[config.mk]
export PLATFORM = sky130hd
export DESIGN_NAME = watch_time_core_flat
export DESIGN_NICKNAME = d
export VERILOG_FILES = /design/src/rtl/watch_time_if.sv /design/src/rtl/watch_time_core.sv /design/src/flat_wrapper.sv
export SDC_FILE = /design/constraint.sdc
export NUM_CORES = 1
export LEC_CHECK = 0
export BUFFER_PORTS_ARGS = -buffer_cell sky130_fd_sc_hd__buf_4
export CAP_MARGIN = 5
export CORE_ASPECT_RATIO = 0.6
export CORE_MARGIN = 4
export CORE_UTILIZATION = 54
export DETAILED_ROUTE_END_ITERATION = 6
export HOLD_SLACK_MARGIN = 0.06
export PLACE_DENSITY = 0.77
export SYNTH_ARGS = -nofsm -noshare
export SYNTH_HDL_FRONTEND = slang
export SYNTH_SLANG_ARGS = --single-unit
export TNS_END_PERCENT = 100
[constraint.sdc]
create_clock -name clk -period 2.1 [get_ports clk]
set_input_delay 0.105 -clock clk [delete_from_list [all_inputs] [get_ports clk]]
set_output_delay 0.105 -clock clk [all_outputs]
set_load 0.01 [all_outputs]
[src/rtl/watch_time_if.sv]
// Button-pulse inputs and time-of-day outputs between the button conditioning
// stage (master) and watch_time_core (slave).
interface watch_time_if #(
  parameter int MSEC_MAX = 100,
  parameter int SEC_MAX  = 60,
  parameter int MIN_MAX  = 60,
  parameter int HOUR_MAX = 24
);
  logic                        btn_set;
  logic                        btn_up;
  logic                        btn_down;
  logic [$clog2(MSEC_MAX)-1:0] msec;
  logic [$clog2(SEC_MAX)-1:0]  sec;
  logic [$clog2(MIN_MAX)-1:0]  min;
  logic [$clog2(HOUR_MAX)-1:0] hour;
  logic [1:0]                  set_field;
  logic                        tick_100hz;

  modport master (
    output btn_set, btn_up, btn_down,
    input  msec, sec, min, hour, set_field, tick_100hz
  );

  modport slave (
    input  btn_set, btn_up, btn_down,
    output msec, sec, min, hour, set_field, tick_100hz
  );
endinterface

[src/rtl/watch_time_core.sv]
// 24-hour time-of-day counter with a self-generated 100 Hz timebase and a
// RUN -> SET_HOUR -> SET_MIN -> SET_SEC set-mode FSM with per-field up/down.
module watch_time_core #(
  parameter int MSEC_MAX    = 100,
  parameter int SEC_MAX     = 60,
  parameter int MIN_MAX     = 60,
  parameter int HOUR_MAX    = 24,
  parameter int COUNT_100HZ = 1_000_000,
  parameter int INIT_HOUR   = 12
) (
  input  logic         clk,
  input  logic         reset,
  watch_time_if.slave  bus
);

  localparam int MSEC_W = $clog2(MSEC_MAX);
  localparam int SEC_W  = $clog2(SEC_MAX);
  localparam int MIN_W  = $clog2(MIN_MAX);
  localparam int HOUR_W = $clog2(HOUR_MAX);
  localparam int TCNT_W = (COUNT_100HZ > 1) ? $clog2(COUNT_100HZ) : 1;

  localparam logic [TCNT_W-1:0] TCNT_LAST = TCNT_W'(COUNT_100HZ - 1);

  typedef enum logic [1:0] {
    RUN      = 2'd0,
    SET_HOUR = 2'd1,
    SET_MIN  = 2'd2,
    SET_SEC  = 2'd3
  } state_t;

  state_t              state;
  logic [TCNT_W-1:0]   tcnt;
  logic [TCNT_W-1:0]   tcnt_next;
  logic [MSEC_W-1:0]   msec_q;
  logic [SEC_W-1:0]    sec_q;
  logic [MIN_W-1:0]    min_q;
  logic [HOUR_W-1:0]   hour_q;
  logic                tick_q;

  // Modular +1/-1 on a single field; set-mode edits never carry or borrow.
  function automatic int step_wrap(input int value, input int modulus, input logic up);
    if (up) return (value == modulus - 1) ? 0 : value + 1;
    else    return (value == 0) ? modulus - 1 : value - 1;
  endfunction

  assign tcnt_next = (tcnt == TCNT_LAST) ? '0 : tcnt + 1'b1;

  // NOTE: every state element uses non-blocking assignments so all flops
  // sample pre-edge values; the carry cascade below depends on that.
  always_ff @(posedge clk or posedge reset) begin
    if (reset) begin
      state  <= RUN;
      tcnt   <= '0;
      msec_q <= '0;
      sec_q  <= '0;
      min_q  <= '0;
      hour_q <= HOUR_W'(INIT_HOUR);
      tick_q <= 1'b0;
    end else begin
      unique case (state)
        RUN: begin
          tcnt <= tcnt_next;
          // Whole cascade settles on this one edge: no intermediate values.
          if (tick_q) begin
            if (msec_q == MSEC_W'(MSEC_MAX - 1)) begin
              msec_q <= '0;
              if (sec_q == SEC_W'(SEC_MAX - 1)) begin
                sec_q <= '0;
                if (min_q == MIN_W'(MIN_MAX - 1)) begin
                  min_q  <= '0;
                  hour_q <= (hour_q == HOUR_W'(HOUR_MAX - 1)) ? '0 : hour_q + 1'b1;
                end else begin
                  min_q <= min_q + 1'b1;
                end
              end else begin
                sec_q <= sec_q + 1'b1;
              end
            end else begin
              msec_q <= msec_q + 1'b1;
            end
          end
          if (bus.btn_set) begin
            state  <= SET_HOUR;
            tick_q <= 1'b0;
          end else begin
            tick_q <= (tcnt_next == TCNT_LAST);
          end
        end

        default: begin
          tick_q <= 1'b0;
          if (bus.btn_set) begin
            unique case (state)
              SET_HOUR: state <= SET_MIN;
              SET_MIN:  state <= SET_SEC;
              default: begin
                // Back to RUN on a clean second boundary.
                state  <= RUN;
                tcnt   <= '0;
                msec_q <= '0;
                tick_q <= (TCNT_LAST == '0);
              end
            endcase
          end else if (bus.btn_up ^ bus.btn_down) begin
            unique case (state)
              SET_HOUR: hour_q <= HOUR_W'(step_wrap(int'(hour_q), HOUR_MAX, bus.btn_up));
              SET_MIN:  min_q  <= MIN_W'(step_wrap(int'(min_q), MIN_MAX, bus.btn_up));
              default:  sec_q  <= SEC_W'(step_wrap(int'(sec_q), SEC_MAX, bus.btn_up));
            endcase
          end
        end
      endcase
    end
  end

  assign bus.msec       = msec_q;
  assign bus.sec        = sec_q;
  assign bus.min        = min_q;
  assign bus.hour       = hour_q;
  assign bus.set_field  = state;
  assign bus.tick_100hz = tick_q;

endmodule

[src/flat_wrapper.sv]
// flat-port wrapper written by rule: the top's interface ports become plain ports
module watch_time_core_flat 
#(
  parameter int MSEC_MAX    = 100,
  parameter int SEC_MAX     = 60,
  parameter int MIN_MAX     = 60,
  parameter int HOUR_MAX    = 24,
  parameter int COUNT_100HZ = 1_000_000,
  parameter int INIT_HOUR   = 12
)
  (clk, reset, bus_btn_set, bus_btn_up, bus_btn_down, bus_msec, bus_sec, bus_min, bus_hour, bus_set_field, bus_tick_100hz);
  watch_time_if #(.MSEC_MAX(MSEC_MAX), .SEC_MAX(SEC_MAX), .MIN_MAX(MIN_MAX), .HOUR_MAX(HOUR_MAX)) bus_i ();
  input  logic clk;
  input  logic reset;
  input wire logic [$bits(bus_i.btn_set)-1:0] bus_btn_set;
  input wire logic [$bits(bus_i.btn_up)-1:0] bus_btn_up;
  input wire logic [$bits(bus_i.btn_down)-1:0] bus_btn_down;
  output wire logic [$bits(bus_i.msec)-1:0] bus_msec;
  output wire logic [$bits(bus_i.sec)-1:0] bus_sec;
  output wire logic [$bits(bus_i.min)-1:0] bus_min;
  output wire logic [$bits(bus_i.hour)-1:0] bus_hour;
  output wire logic [$bits(bus_i.set_field)-1:0] bus_set_field;
  output wire logic [$bits(bus_i.tick_100hz)-1:0] bus_tick_100hz;
  assign bus_i.btn_set = bus_btn_set;
  assign bus_i.btn_up = bus_btn_up;
  assign bus_i.btn_down = bus_btn_down;
  assign bus_msec = bus_i.msec;
  assign bus_sec = bus_i.sec;
  assign bus_min = bus_i.min;
  assign bus_hour = bus_i.hour;
  assign bus_set_field = bus_i.set_field;
  assign bus_tick_100hz = bus_i.tick_100hz;
  watch_time_core #(.MSEC_MAX(MSEC_MAX), .SEC_MAX(SEC_MAX), .MIN_MAX(MIN_MAX), .HOUR_MAX(HOUR_MAX), .COUNT_100HZ(COUNT_100HZ), .INIT_HOUR(INIT_HOUR)) u_core (.clk(clk), .reset(reset), .bus(bus_i));
endmodule
==> impl_metrics.json <==
{
  "yosysWarnings": 0,
  "final_cell_mix": "buf_4, o21ai_0, nand2_1, dfrtp_1, nor2_1",
  "worstHoldPathType": "input pin to async pin",
  "start_kind": "flip-flop",
  "tns_ps": 0,
  "cts_tree": "yes",
  "tightest_slew_ps": 594.4,
  "synth_cells": 417,
  "power.total_mw": 5.374,
  "htreeDepth": 2,
  "slew_headroom": 0.6001,
  "layout_commonest_cell": "buf_4",
  "finalSetupViolations": 0,
  "num_rows": 21,
  "dpl.hpwl_mm": 7.139,
  "synthesis.area_um2": 3352,
  "vias_per_cell": 6.198,
  "clk_latency_ps": 300,
  "yosys.area.top_type_share": 0.3359,
  "multi_input_area_um2": 2095,
  "period_share": 0.9850,
  "slew_violations": 0,
  "cap_violations": 0,
  "setup_slack_ps": 31.44,
  "min_period_ps": 2069,
  "drt_first_iter_violations": 451,
  "globalRouteOverflowTotal": 0,
  "synth_edf_count": 0,
  "wl_per_cell_um": 17.40,
  "die_height_um": 69.03,
  "path_max_fanout": 4,
  "initial_core_util": 0.5799,
  "antenna_found_initial": 0,
  "drt-total-wl_mm": 10.20,
  "hold_ws_ps": 199.4,
  "syn2layout_area_growth_pct": 30.24,
  "preCtsSetupSlack_ps": -178.9,
  "grtUsageTotal": 0.2647,
  "end_kind": "flip-flop",
  "antenna_cells": 0,
  "grt_max_degree": 45,
  "ff_latch_area_um2": 1180,
  "io_pins": 32,
  "synth_top_area_cell": "dfrtp_1",
  "path_clk_slew_ps": 90,
  "synth.distinct_cells": 57,
  "fillers": 428,
  "skew_ps": 9.491,
  "cts-root-buf": "clkbuf_8",
  "p_leak_nw": 1.873,
  "syn_avg_cell_area_um2": 8.038,
  "final_util": 0.7552,
  "rsz0062_at_grt": "yes",
  "ys_seq_area_frac": 0.3516,
  "hold_violations": 0,
  "synthTopCellsByArea": "dfrtp_1, o21ai_0, nand2_1, ha_1, nor2_1",
  "drcViolationCount": 0,
  "die-area_um2": 7574,
  "peakVddDrop_v": 0.0008296,
  "synthFlopType": "dfrtp_1",
  "cts_made_buffers": 5,
  "postRouteAntennaNets": 0,
  "drive_gt1_frac": 0.2885,
  "cts_buffer_depth": 2,
  "drt_first_pass_iters": 5,
  "ys_seq_elements": 47,
  "core-area_um2": 5781,
  "dieWidth_um": 109.7,
  "r2r_setup_slack_ps": 30,
  "p_per_area_nw_per_um2": 1231,
  "io_buffers": 31,
  "synthArstFlopShare": 1.000,
  "place.gp.congestion": 0.9743,
  "layout.nets": 523,
  "critPathArrivalTime_ps": 2270,
  "clock_sinks": 47,
  "worstSetupPathType": "flip-flop to flip-flop",
  "status": "finished clean",
  "vias": 3632,
  "fmax_mhz": 483.4,
  "grt_first_pass_wirelength_mm": 16.07,
  "first_global_vias": 3173,
  "critical_path_required_ps": 2300,
  "syn_nets": 435
}
[area by class of cell]
class / count / area share
timing repair buffer: 104 / 0.1854
tap: 80 / 0.02293
inverter: 17 / 0.01462
multi-input combinational: 330 / 0.4798
clock inverter: 2 / 0.008025
clock buffer: 6 / 0.01892
sequential: 47 / 0.2703
[cells in the mapped netlist, types with 4 or more instances]
library cell  number
nand4_1            7
nor3_1            12
and3_1            10
nand2b_1           6
clkbuf_1          17
ha_1              13
o21ai_0           57
or2_2              4
nand2_1           45
nor4_1             4
dfrtp_1           45
nor2b_1            6
mux2i_1            5
nand4b_1           4
buf_6              5
inv_1             16
o31ai_1           14
nand3_1           20
xnor2_1            5
nor2_1            32
a21oi_1           22
a31oi_1           10
[flip-flops by register name (all words and copies together), names as in the netlist]
name,count
u_core.bus.sec,6
u_core.tcnt,20
u_core.bus.min,6
u_core.bus.hour,5
u_core.bus.tick_100hz,1
u_core.bus.set_field,2
u_core.bus.msec,7
[timing repair]
item,in CTS,in global routing
hold buffers,2,0
pin swaps,7,5
endpoints found under the setup margin,17,29
endpoints found under the hold margin,47,0
gates resized for setup,9,22
cloned,0,0
buffers inserted,7,1
[layer usage]
layer | global-route usage | up-vias | share of wire
met5 | 0 | - | 0
met4 | 0.04841 | 0 | 0.015
met3 | 0.05877 | 21 | 0.12
met2 | 0.3455 | 225 | 0.41
met1 | 0.4377 | 1682 | 0.46
li1 | - | 1704 | -
[cells by family (layout without fill, tap and decap cells)]
family,count (synthesis),count (layout),share of synthesized area
multiplexers,6,6,0.01829
flip-flops,47,47,0.3516
AND/OR/NAND/NOR,173,173,0.2691
adder cells (fa/ha/maj),13,13,0.04853
buffers and inverters,40,129,0.05599
AO/OA/AOI/OAI,130,130,0.2355
XOR/XNOR,8,8,0.02090
[worst paths after layout]
check,to,cells after the start,from
max,u_core.bus.tick_100hz$_DFF_PP0_,7,u_core.tcnt[7]$_DFFE_PP0P_
max in group asynchronous,u_core.tcnt[12]$_DFFE_PP0P_,4,reset
min reg2reg,u_core.bus.hour[3]$_DFFE_PP1P_,2,u_core.bus.hour[3]$_DFFE_PP1P_
min,u_core.bus.sec[5]$_DFFE_PP0P_,3,reset
min in group clk,u_core.bus.hour[2]$_DFFE_PP1P_,5,bus_btn_up
max reg2reg,u_core.bus.tick_100hz$_DFF_PP0_,7,u_core.tcnt[7]$_DFFE_PP0P_
[where the power goes]
group	internal, mW	leakage [nW]	switching, mW
logic	1.38	1.20	1.67
clock network	0.386	0.0612	0.313
registers	1.18	0.610	0.437
total	2.95	1.87	2.42
[stage by stage]
step / std cells / area (um2)
CTS: 585 / 4278
finish: 586 / 4365
detailed placement: 568 / 4053
global route: 586 / 4365
global placement: 568 / 4053
floorplan: 417 / 3358
[worst max-delay path, cell delays in order, from the launching register on]
cell and delay [ps]:
dfrtp_1 370, nand2_2 110, or4_4 540, buf_4 160, nor3_4 140, nand3_2 130
xor2_1 190, a2111oi_2 330
No activity file was read; power rests on OpenSTA's default activity.
